===== config.mk =====
export PLATFORM = sky130hd
export DESIGN_NAME = dmem_responder
export DESIGN_NICKNAME = d
export VERILOG_FILES = /design/src/rtl/dmem_responder.sv
export SDC_FILE = /design/constraint.sdc
export NUM_CORES = 2
export LEC_CHECK = 0
export BUFFER_PORTS_ARGS = -buffer_cell sky130_fd_sc_hd__clkbuf_2
export CAP_MARGIN = 20
export CELL_PAD_IN_SITES_DETAIL_PLACEMENT = 2
export CELL_PAD_IN_SITES_GLOBAL_PLACEMENT = 2
export CORE_MARGIN = 3
export CORE_UTILIZATION = 42
export DETAILED_ROUTE_END_ITERATION = 6
export HOLD_SLACK_MARGIN = 0.1
export MAX_ROUTING_LAYER = met4
export PLACE_DENSITY_LB_ADDON = 0.1
export RECOVER_POWER = 50
export SYNTH_ARGS = -nofsm -noshare
export SYNTH_HDL_FRONTEND = slang
export SYNTH_SLANG_ARGS = --single-unit
export TNS_END_PERCENT = 5

===== constraint.sdc =====
create_clock -name clk -period 3.7 [get_ports clk]
set_clock_uncertainty 0.2 [all_clocks]
set_input_delay 0.185 -clock clk [delete_from_list [all_inputs] [get_ports clk]]
set_output_delay 0.185 -clock clk [all_outputs]
set_load 0.01 [all_outputs]

===== src/rtl/dmem_responder.sv =====
// -----------------------------------------------------------------------------
// dmem_responder
//   Single-port data memory target with a valid/ready request channel and a
//   valid/ready response channel. It accepts one request at a time, waits
//   LATENCY cycles, performs the word access and presents the result until
//   the initiator takes it.
//
// Parameters
//   DEPTH    number of 32-bit words of storage
//   LATENCY  wait cycles between request acceptance and response (0 allowed)
//
// Ports
//   clk        rising-edge clock
//   rst        synchronous, active-high reset
//   req_valid  initiator request present
//   req_ready  responder can accept a request (IDLE only)
//   req_we     1 = store, 0 = load
//   req_addr   byte address; word index is req_addr[31:2]
//   req_wdata  store data
//   req_be     store byte enables, bit i selects req_wdata[8i+7:8i]
//   rsp_valid  response present (RESP only)
//   rsp_ready  initiator accepts response
//   rsp_rdata  load data (0 for stores and errors)
//   rsp_err    misaligned or out-of-range access
// -----------------------------------------------------------------------------
module dmem_responder #(
    parameter int DEPTH   = 128,
    parameter int LATENCY = 2
) (
    input  logic        clk,
    input  logic        rst,
    input  logic        req_valid,
    output logic        req_ready,
    input  logic        req_we,
    input  logic [31:0] req_addr,
    input  logic [31:0] req_wdata,
    input  logic [3:0]  req_be,
    output logic        rsp_valid,
    input  logic        rsp_ready,
    output logic [31:0] rsp_rdata,
    output logic        rsp_err
);

    localparam int CW = (LATENCY > 1) ? $clog2(LATENCY) : 1;
    localparam int IW = (DEPTH > 1) ? $clog2(DEPTH) : 1;

    typedef enum logic [1:0] {
        IDLE = 2'd0,
        WAIT = 2'd1,
        RESP = 2'd2
    } state_t;

    state_t          state;
    state_t          next_state;
    logic [CW-1:0]   cnt;
    logic [CW-1:0]   cnt_next;
    logic            accept;
    logic            access;

    // Captured request.
    logic            we_q;
    logic [31:0]     addr_q;
    logic [31:0]     wdata_q;
    logic [3:0]      be_q;

    // Request actually used for the storage access.
    logic            acc_we;
    logic [31:0]     acc_addr;
    logic [31:0]     acc_wdata;
    logic [3:0]      acc_be;
    logic            acc_err;
    logic [IW-1:0]   acc_idx;

    logic [31:0]     mem [DEPTH];

    // With LATENCY==0 the access happens on the acceptance edge itself, so
    // the live request is used; otherwise the access happens from WAIT and
    // uses the captured copy.
    always_comb begin
        acc_we    = (state == IDLE) ? req_we    : we_q;
        acc_addr  = (state == IDLE) ? req_addr  : addr_q;
        acc_wdata = (state == IDLE) ? req_wdata : wdata_q;
        acc_be    = (state == IDLE) ? req_be    : be_q;
        acc_err   = (acc_addr[1:0] != 2'b00) ||
                    ({2'b00, acc_addr[31:2]} >= 32'(DEPTH));
        acc_idx   = acc_addr[IW+1:2];
    end

    // NOTE: every signal written here gets a default first so no path through
    // the case statement can leave one unassigned and infer a latch.
    always_comb begin
        next_state = state;
        cnt_next   = cnt;
        req_ready  = 1'b0;
        rsp_valid  = 1'b0;
        accept     = 1'b0;
        access     = 1'b0;
        case (state)
            IDLE: begin
                req_ready = 1'b1;
                if (req_valid) begin
                    accept = 1'b1;
                    if (LATENCY == 0) begin
                        next_state = RESP;
                        access     = 1'b1;
                    end else begin
                        next_state = WAIT;
                        cnt_next   = CW'(LATENCY - 1);
                    end
                end
            end
            WAIT: begin
                if (cnt == '0) begin
                    next_state = RESP;
                    access     = 1'b1;
                end else begin
                    cnt_next = cnt - CW'(1);
                end
            end
            RESP: begin
                rsp_valid = 1'b1;
                if (rsp_ready) begin
                    next_state = IDLE;
                end
            end
            default: begin
                next_state = IDLE;
            end
        endcase
    end

    // NOTE: sequential state is updated with non-blocking assignments so every
    // register samples the pre-edge values of the others.
    always_ff @(posedge clk) begin
        if (rst) begin
            state     <= IDLE;
            cnt       <= '0;
            rsp_rdata <= '0;
            rsp_err   <= 1'b0;
        end else begin
            state <= next_state;
            cnt   <= cnt_next;
            if (access) begin
                rsp_err   <= acc_err;
                rsp_rdata <= (acc_err || acc_we) ? 32'h0 : mem[acc_idx];
            end
        end
    end

    // The captured request is only consumed after an acceptance, so it needs
    // no reset value.
    always_ff @(posedge clk) begin
        if (accept) begin
            we_q    <= req_we;
            addr_q  <= req_addr;
            wdata_q <= req_wdata;
            be_q    <= req_be;
        end
    end

    // NOTE: storage has no reset branch; clearing a RAM on reset would force
    // it into flops, and its contents must survive reset anyway. A reset edge
    // still suppresses the write so an aborted store leaves no trace.
    always_ff @(posedge clk) begin
        if (!rst && access && acc_we && !acc_err) begin
            for (int i = 0; i < 4; i++) begin
                if (acc_be[i]) begin
                    mem[acc_idx][8*i +: 8] <= acc_wdata[8*i +: 8];
                end
            end
        end
    end

endmodule

==> qor.csv <==
metric,value,unit
routed vias,114782,
fin worst setup slack,-0.2139,ns
CP Cell Sequence,"or2_4, inv_4, buf_4, o31a_4, buf_12, buf_12, buf_12, buf_4, o22ai_1, a22oi_1, o211a_1, o221ai_1, buf_4, o21ai_0",
"top cells by area, synth","edfxtp_1 (78%), o22ai_1 (3.1%), nand2_1 (2.4%)",
fin crit share,105.8,%
Site Rows,226,
vias per inst,6.467,
number of port buffers,107,
Total Wirelength,730200,µm
Yosys top cell by area,edfxtp_1,
clock root buffer,clkbuf_16,
"delay-heaviest family, CP",compound AO/OA/AOI/OAI gates,
largest net degree at the start of global routing,129,
Mapped Cells,10602,
total I/O pin count,108,
vias in the first global route,120267,
antenna violations before repair,82,
CTS Buf Count,449,
core area,379500,µm²
Die Footprint,389200,µm²
CP max stage delay,0.36,ns
violated checks,setup timing,
max_cap viols,0,
Slowest cell on crit path,dfxtp_2,
Power Total,0.1149,W
mean post-synth cell area,15.12,µm²
Pwr Density,578.7,nW/µm²
mapped cell area,160300,µm²
maximum clock rate,255.5,MHz
DRC,0,
routability cong.,0.9062,
CP Class,flop to flop,
chip width,623.9,µm
min cycle time layout,3.914,ns
crit path max fanout,23,
most frequent cells in the layout,"edfxtp_1 (4165), buf_4 (1389), nand2_1 (999)",
Post-synth EDFFs,4165,
CP bufs+invs,7,
RSZ-0062 raised after global routing,yes,
TritonCTS clock tree,built,
clock transition at the registers of the reported paths,0.07,ns
Cell variety after synth,81,
Initial Util,42.25,%
Max Root-Sink Buffers,4,
ys flop type,edfxtp_1,
Die H,623.9,µm
Min-Delay Path Class,primary input to flop,
Setup crit start kind,flop,
Crit path required time,4.41,ns
slew margin rel.,32.02,%
post-synthesis net count,10675,
starting DRC count in detailed routing,16127,
Setup-failing EPs final,62,
#FFs+latches synth,4201,
worst-margin pin slew,1.020,ns
DRT Pass-1 Iters,5,
share of layout cells above drive strength 1,21.08,%
dpl hpwl,463000,µm
clk_lat worst skew,1.03,ns
final instance area,198500,µm²
first-pass GRT wire length,999300,µm
"most common cell after layout, fill and taps aside",edfxtp_1,
"Seq/Total Area, Yosys",78.45,%
CP endpoint kind,flop,
number of max-slew violations in the final report,0,
asr flop ratio synth,0,%
all-layer global routing usage,37.64,%
number of synthesis warnings,0,
worst hold path depth,4,
area post-placement,180000,µm²
Critical Path Stages,14,
nets@finish,12338,
final antenna-violating net count,0,
maximum VDD drop,0.0004757,V
R2R depth,14,
WL/cell,41.14,µm
"Data arrival, critical path",4.62,ns
Leak,66.13,nW
H-tree depth,5,
total global routing overflow,0,
run status,"finished, violations left",
"Hold Vio Cnt, Final",0,
total clock sinks,4201,
Synth top area share,78.00,%
Area growth syn-to-layout,23.81,%
## through the flow
| step | setup TNS [ns] | utilization, % | hold slack (ns) | setup slack (ns) | cells |
|---|---|---|---|---|---|
| floorplan | -578.12 | - | 0.05738 | -0.2253 | 10602 |
| global placement | -294.65 | 47.42 | 0.1646 | -0.8089 | 16614 |
| detailed placement | -288.02 | 47.43 | 0.1641 | -0.8152 | 16616 |
| CTS | -0.3608 | 52.00 | 0.1120 | -0.1194 | 17640 |
| global route | -2.331 | 52.30 | 0.2334 | -0.2267 | 17729 |
| finish | -2.023 | 52.31 | 0.2077 | -0.2139 | 17749 |
## routing by layer
| metal | up-vias | routed length, µm | track usage [%] |
|---|---|---|---|
| li1 | 45187 | - | - |
| met1 | 61663 | 276000 | 47.52 |
| met2 | 6521 | 343900 | 57.93 |
| met3 | 1411 | 68440 | 7.357 |
| met4 | 0 | 41840 | 19.50 |
| met5 | - | 0 | - |
## where the power goes
group	total, W	internal (W)	switching [W]
combinational	0.0153	0.00448	0.0108
sequential	0.0536	0.0536	0.0000380
clock	0.0460	0.0258	0.0202
total	0.115	0.0839	0.0310
## cell families after synthesis
kind of cell,synth area share [%]
flip-flops,78.45
multiplexers,1.279
AO/OA/AOI/OAI,9.330
buffers and inverters,2.397
AND/OR/NAND/NOR,8.542
## sequential cells by signal, indices dropped and copies added, names as in the netlist
name / cells
mem: 4096
addr_q: 32
rsp_rdata: 32
wdata_q: 32
be_q: 4
state: 2
cnt: 1
rsp_err: 1
we_q: 1
## synth_stat cells (129+ instances only)
library cell and n:
a211oi_1 142, a31oi_1 129, buf_2 382, clkbuf_1 263
edfxtp_1 4165, mux2i_1 200, nand2_1 1044, nand3_1 235
nor2_1 871, nor3_1 702, o21ai_0 578, o22ai_1 797
## area by class of cell
| cell class | count | area, µm² |
|---|---|---|
| clock buffers | 564 | 12010 |
| well taps | 5016 | 6276 |
| repair buffers | 1982 | 19280 |
| diodes | 83 | 207.7 |
| flip-flops and latches | 4201 | 125800 |
| inverters | 21 | 81.33 |
| clock inverters | 272 | 2529 |
| multi-input cells | 5610 | 32350 |
| fillers | 34360 | 181000 |
## tightest hold or removal path: stages
cell	delay, ns
dlygate4sd3_1	0.53
clkbuf_1	0.13
nand2_1	0.11
nand2_4	0.19
## path summary, 6_finish.rpt
path         slack, ns       endpoint     startpoint
max              -0.21  rsp_rdata[17]       state[1]
max reg2reg      -0.21  rsp_rdata[17]       state[1]
min               0.21     mem[76][7]   req_wdata[7]
min reg2reg       0.33  rsp_rdata[18]  rsp_rdata[18]
## repair_timing
| action | 4_1_cts | 5_1_grt |
|---|---|---|
| hold buffers | 144 | 0 |
| endpoints found under the hold margin | 3675 | 0 |
| cloned | 12 | 9 |
| resized for setup | 138 | 144 |
| setup buffers | 33 | 18 |
| pin swaps | 26 | 40 |
| setup endpoints to repair | 4089 | 496 |
Power figures use the tool's default switching activity.
